$ cat config.mk
export PLATFORM = sky130hd
export DESIGN_NAME = uart_tx
export DESIGN_NICKNAME = d
export VERILOG_FILES = /design/src/rtl/uart_pkg.sv /design/src/rtl/uart_baud_gen.sv /design/src/rtl/uart_tx.sv
export SDC_FILE = /design/constraint.sdc
export NUM_CORES = 1
export LEC_CHECK = 0
export BUFFER_PORTS_ARGS = -buffer_cell sky130_fd_sc_hd__buf_2
export CAP_MARGIN = 30
export CORE_MARGIN = 2
export CORE_UTILIZATION = 30
export CTS_BUF_LIST = sky130_fd_sc_hd__clkbuf_2 sky130_fd_sc_hd__clkbuf_4 sky130_fd_sc_hd__clkbuf_8
export CTS_CLUSTER_SIZE = 8
export DETAILED_ROUTE_END_ITERATION = 10
export HOLD_SLACK_MARGIN = 0.02
export SLEW_MARGIN = 20
export SYNTH_ARGS = -nofsm -noshare
export SYNTH_HDL_FRONTEND = slang
export SYNTH_HIERARCHICAL = 1
export SYNTH_SLANG_ARGS = --single-unit
export TNS_END_PERCENT = 5
$ cat constraint.sdc
create_clock -name clk -period 3.4 [get_ports clk]
set_input_delay 0.17 -clock clk [delete_from_list [all_inputs] [get_ports clk]]
set_output_delay 0.17 -clock clk [all_outputs]
set_load 0.01 [all_outputs]
$ cat src/rtl/uart_pkg.sv
// uart_pkg: shared UART transmitter state type, frame constants and baud divisor helper
package uart_pkg;
  typedef enum logic [2:0] {IDLE, START, DATA, PARITY, STOP} uart_tx_state_t;
  localparam int DATA_BITS = 8;
  localparam logic STOP_BIT = 1'b1;
  localparam logic START_BIT = 1'b0;
  function automatic int calc_div(input int clk_hz, input int baud);
    return (clk_hz + baud / 2) / baud;
  endfunction
endpackage

$ cat src/rtl/uart_baud_gen.sv
// uart_baud_gen: bit-period counter, ticks on the last cycle of each DIV-cycle bit; cleared while disabled
module uart_baud_gen #(
  parameter int DIV = 10
) (
  input  logic clk,
  input  logic reset,
  input  logic enable,
  output logic tick
);
  localparam int W = $clog2(DIV);
  logic [W-1:0] cnt;
  assign tick = enable && cnt == W'(DIV - 1);
  always_ff @(posedge clk)
    if (!reset || !enable) cnt <= '0;
    else cnt <= tick ? '0 : cnt + 1'b1;
endmodule

$ cat src/rtl/uart_tx.sv
// uart_tx: 8N1 UART transmitter with registered tx line; defining UART_TX_PARITY_EN adds an even-parity bit (8E1)
module uart_tx
  import uart_pkg::*;
#(
  parameter int CLK_FREQ_HZ = 125000000,
  parameter int BAUD_RATE = 115200
) (
  input  logic       clk,
  input  logic       reset,
  input  logic       uart_start_tx,
  input  logic [7:0] uart_tx_din,
  output logic       uart_tx_done,
  output logic       uart_tx_busy,
  output logic       tx
);
  localparam int DIV = calc_div(CLK_FREQ_HZ, BAUD_RATE);
  if (DIV < 2) begin : g_div_check
    $error("uart_tx: baud divisor must be at least 2");
  end
  uart_tx_state_t state, state_n;
  logic [2:0] idx, idx_n;
  logic [DATA_BITS-1:0] data, data_n;
  logic tx_n, done_n, tick;
  uart_baud_gen #(.DIV(DIV)) u_baud (
    .clk(clk),
    .reset(reset),
    .enable(state != IDLE),
    .tick(tick)
  );
  assign uart_tx_busy = state != IDLE;
  always_ff @(posedge clk)
    if (!reset) begin
      state <= IDLE;
      tx <= 1'b1;
      idx <= '0;
      data <= '0;
      uart_tx_done <= 1'b0;
    end else begin
      state <= state_n;
      tx <= tx_n;
      idx <= idx_n;
      data <= data_n;
      uart_tx_done <= done_n;
    end
  always_comb begin
    state_n = state;
    tx_n = tx;
    idx_n = idx;
    data_n = data;
    done_n = 1'b0;
    case (state)
      IDLE:
        if (uart_start_tx) begin
          state_n = START;
          tx_n = START_BIT;
          data_n = uart_tx_din;
          idx_n = '0;
        end
      START:
        if (tick) begin
          state_n = DATA;
          tx_n = data[0];
        end
      DATA:
        if (tick) begin
          if (idx == 3'(DATA_BITS - 1)) begin
`ifdef UART_TX_PARITY_EN
            state_n = PARITY;
            tx_n = ^data;
`else
            state_n = STOP;
            tx_n = STOP_BIT;
`endif
          end else begin
            idx_n = idx + 3'd1;
            tx_n = data[idx + 3'd1];
          end
        end
`ifdef UART_TX_PARITY_EN
      PARITY:
        if (tick) begin
          state_n = STOP;
          tx_n = STOP_BIT;
        end
`endif
      STOP:
        if (tick) begin
          state_n = IDLE;
          tx_n = STOP_BIT;
          done_n = 1'b1;
        end
      default: begin
        state_n = IDLE;
        tx_n = 1'b1;
      end
    endcase
  end
endmodule
==> results by group <==
Outcome
  – Status: completed

Placement
  – RePlAce Congestion: 0.744
  – Area after detailed placement: 0.00149 mm2
  – Post-DP HPWL: 1750 um
  – I/O Buffers: 13

Drt
  – Vias: 1088
  – Post-route DRC violation count: 0
  – Number of nets with antenna violations after routing: 0
  – Via density per instance: 4.99
  – Iter 0 DRT Violations: 76
  – Routed wire length: 2410 um
  – Routed len/inst: 11.1 um
  – Drt first pass iters: 4

Logic synthesis
  – Post-synthesis mux area share: 6.41%
  – Largest family of logic cells by synthesized area: simple AND/OR/NAND/NOR gates
  – Yosys top cell by area: dfxtp_1
  – Top post-synthesis cells by area: dfxtp_1 (39%), nand2_1 (5.4%), a21boi_0 (4.3%)
  – Post-Synthesis Cells: 155
  – Yosys warning count: 6
  – Post-Synthesis Net Count: 170
  – Post-Synth Adder-Cell Area: 3.61%
  – Number of synthesized flops with an enable pin: 0
  – Seq/Total Area, Yosys: 39.0%
  – Async set-reset flop share out of synthesis: 0%
  – Synth Area per Inst: 8.94 um2
  – Commonest register cell after synthesis: dfxtp_1
  – Synth Cell Area: 0.00139 mm2
  – Synth Area in XOR/XNOR: 1.90%
  – Post-synthesis simple-gate area fraction: 26.9%
  – Netlist cell types: 43
  – Area fraction in compound gates after synthesis: 17.7%
  – Synth top area share: 39.0%
  – Yosys reg bits: 27

Power and ir drop
  – Int Pwr: 429 uW
  – Sw frac: 23.4%
  – Peak supply drop: 0.142 mV
  – Sequential power share: 59.6%
  – Clk pwr share: 32.0%
  – Psw: 131 uW
  – Pleak: 0.551 nW
  – Pwr Density: 365 mW/mm2
  – Comb pwr share: 8.3%

Clock network
  – Clock Path Buffers: 2
  – Total setup buffers inserted after CTS: 0
  – Clk Latency, worst-skew pair: 0.27 ns
  – CTS tree: yes
  – Root buf cell: clkbuf_8
  – Total CTS buffers: 3
  – CTS sink cnt: 27
  – H-tree level count: 1
  – Clock Pin Slew Worst Setup and Hold Paths: 0.09 ns
  – Post-CTS sizing: 0
  – Post-CTS Hold Fix Bufs: 0

Critical path
  – Critical path's most frequent cell: nor3_1
  – WP data required: 3.61 ns
  – Worst path bufs/invs: 2
  – Reg2reg end: idx[2]
  – Arr. time, crit path: 2.52 ns
  – Worst R2R Path Depth: 9
  – Top delay family on crit path: simple AND/OR/NAND/NOR gates
  – Crit path kind: register to register
  – CP startpoint kind: register
  – Crit. End Element: register
  – Worst-path cell chain: nor3_1, inv_1, nand4bb_1, nor3_1, buf_4, nand3b_1, a211oi_2, mux2i_1, and2_1
  – Crit-path max FO: 16
  – CP Launch Point: state[1]
  – Worst path max stage delay: 0.60 ns
  – Worst reg2reg path startpoint: state[1]
  – Critical-path top delay cell: dfxtp_1
  – R2r setup slk: 1.10 ns

STA
  – Fmax: 434 MHz
  – Max-slew violation count: 0
  – Post-Route Setup TNS: 0 ns
  – Slew @ Worst Pin: 0.821 ns
  – Hold Fails Final Rpt: 0
  – Setup Skew: 0.00584 ns
  – Final min period: 2.30 ns
  – Final period util: 67.7%
  – RSZ-0062 raised after global routing: no
  – Final setup viols: 0
  – Rel. slew slack: 45.2%
  – Hold Slack: 0.144 ns

Floorplan
  – I/O pins: 14
  – Number of cell rows: 24
  – Initial Util: 31.4%
  – Die span in y: 71.9 um
  – Core area: 0.00441 mm2
  – Full die area: 0.00518 mm2
  – Die extent in x: 71.9 um

Global route
  – Global-route wire length before repair: 4330 um
  – Vias in the first global route: 976
  – Tot GR Track Use: 10.4%
  – Remaining Overflow, GRT: 0
  – Antenna violations before repair: 0
  – Largest net degree at the start of global routing: 19

Final layout
  – Area growth from synthesis to layout: 10.7%
  – Antenna cells: 0
  – # fillers: 461
  – Fin area: 0.00153 mm2
  – Final core utilization: 34.8%
  – Nets: 182
  – Most frequent cells in the layout: dfxtp_1 (27), nand2_1 (20), buf_2 (13)
  – Layout cells sized above 1: 15.7%
  – Commonest non-fill, non-tap cell in the layout: dfxtp_1

Hold path
  – Hold crit path type: input pin to register
  – Hold_sp: uart_tx_din[6]
  – Hold path cells: 3
  – Hold Path End: data[6]

Run
  – MaxCap Viol Count: 0
==> cells by family after synthesis <==
logic type,after synthesis
AOI/OAI and AO/OA,34
xor gates and xnor gates,3
adders and majority gates,4
buffers and inverters,14
DFF,27
muxes,6
and+or+nand+nor,67
==> cells in the mapped netlist, types with 3 or more instances <==
cell / count
nand2_1: 20
a21boi_0: 8
mux2i_1: 4
nor2_1: 10
ha_1: 4
buf_2: 4
or3_1: 4
dfxtp_1: 27
inv_1: 7
nand3_1: 6
o21ai_0: 5
a21oi_1: 9
nor3b_1: 6
nand3b_1: 3
nor2b_1: 3
==> through the flow <==
step	power (mW)	cells	setup WS [ns]
after global placement	0.389	214	1.15
final	0.560	218	1.10
after CTS	0.571	218	1.08
after floorplan	0.374	155	1.51
after global routing	0.589	218	0.829
after detailed placement	0.389	214	1.10
==> power by group through the flow <==
stage	clock (mW)	combinational, mW	sequential [mW]
after floorplan	0	0.0357	0.338
after global placement	0	0.0481	0.341
after detailed placement	0	0.0475	0.342
after CTS	0.190	0.0477	0.334
after global routing	0.199	0.0539	0.336
final	0.179	0.0467	0.334
==> metal layers <==
layer	up-vias	GRT usage, %	wire length [um]
met5	-	0	0
met4	0	3.77	27
met3	2	2.50	81
met2	11	15.7	1070
met1	496	14.4	1230
li1	579	-	-
==> worst reg2reg max path, stage by stage, from the launching register on <==
cell and delay [ns]:
dfxtp_1 0.60, nor3_1 0.14, inv_1 0.12, nand4bb_1 0.15, nor3_1 0.21, buf_4 0.20, nand3b_1 0.10, a211oi_2 0.39
mux2i_1 0.21, and2_1 0.13
==> worst max-delay path by stage <==
stage,end,slack [ns],depth (start not counted)
3_5_place_dp,idx[0],1.10,9
5_1_grt,idx[0],0.83,9
3_3_place_gp,idx[0],1.15,9
6_report,idx[2],1.10,9
4_1_cts,idx[0],1.08,9
2_1_floorplan,state[0],1.51,9
==> registers in the layout (all words and copies together), names as in the netlist <==
register,count
u_baud/cnt,11
data,8
idx,3
state,3
tx,1
uart_tx_done,1
==> final cells by class <==
cell class              instances  area [um2]  share of cell area (%)
multi-input cells             114         783                    51.1
flip-flops and latches         27         541                    35.2
repair buffers                 14        72.6                    4.73
well taps                      52        65.1                    4.24
clock buffers                   3        41.3                    2.69
inverters                       7        26.3                    1.71
clock inverters                 1        5.00                   0.326
No activity file was read; power rests on OpenSTA's default activity.
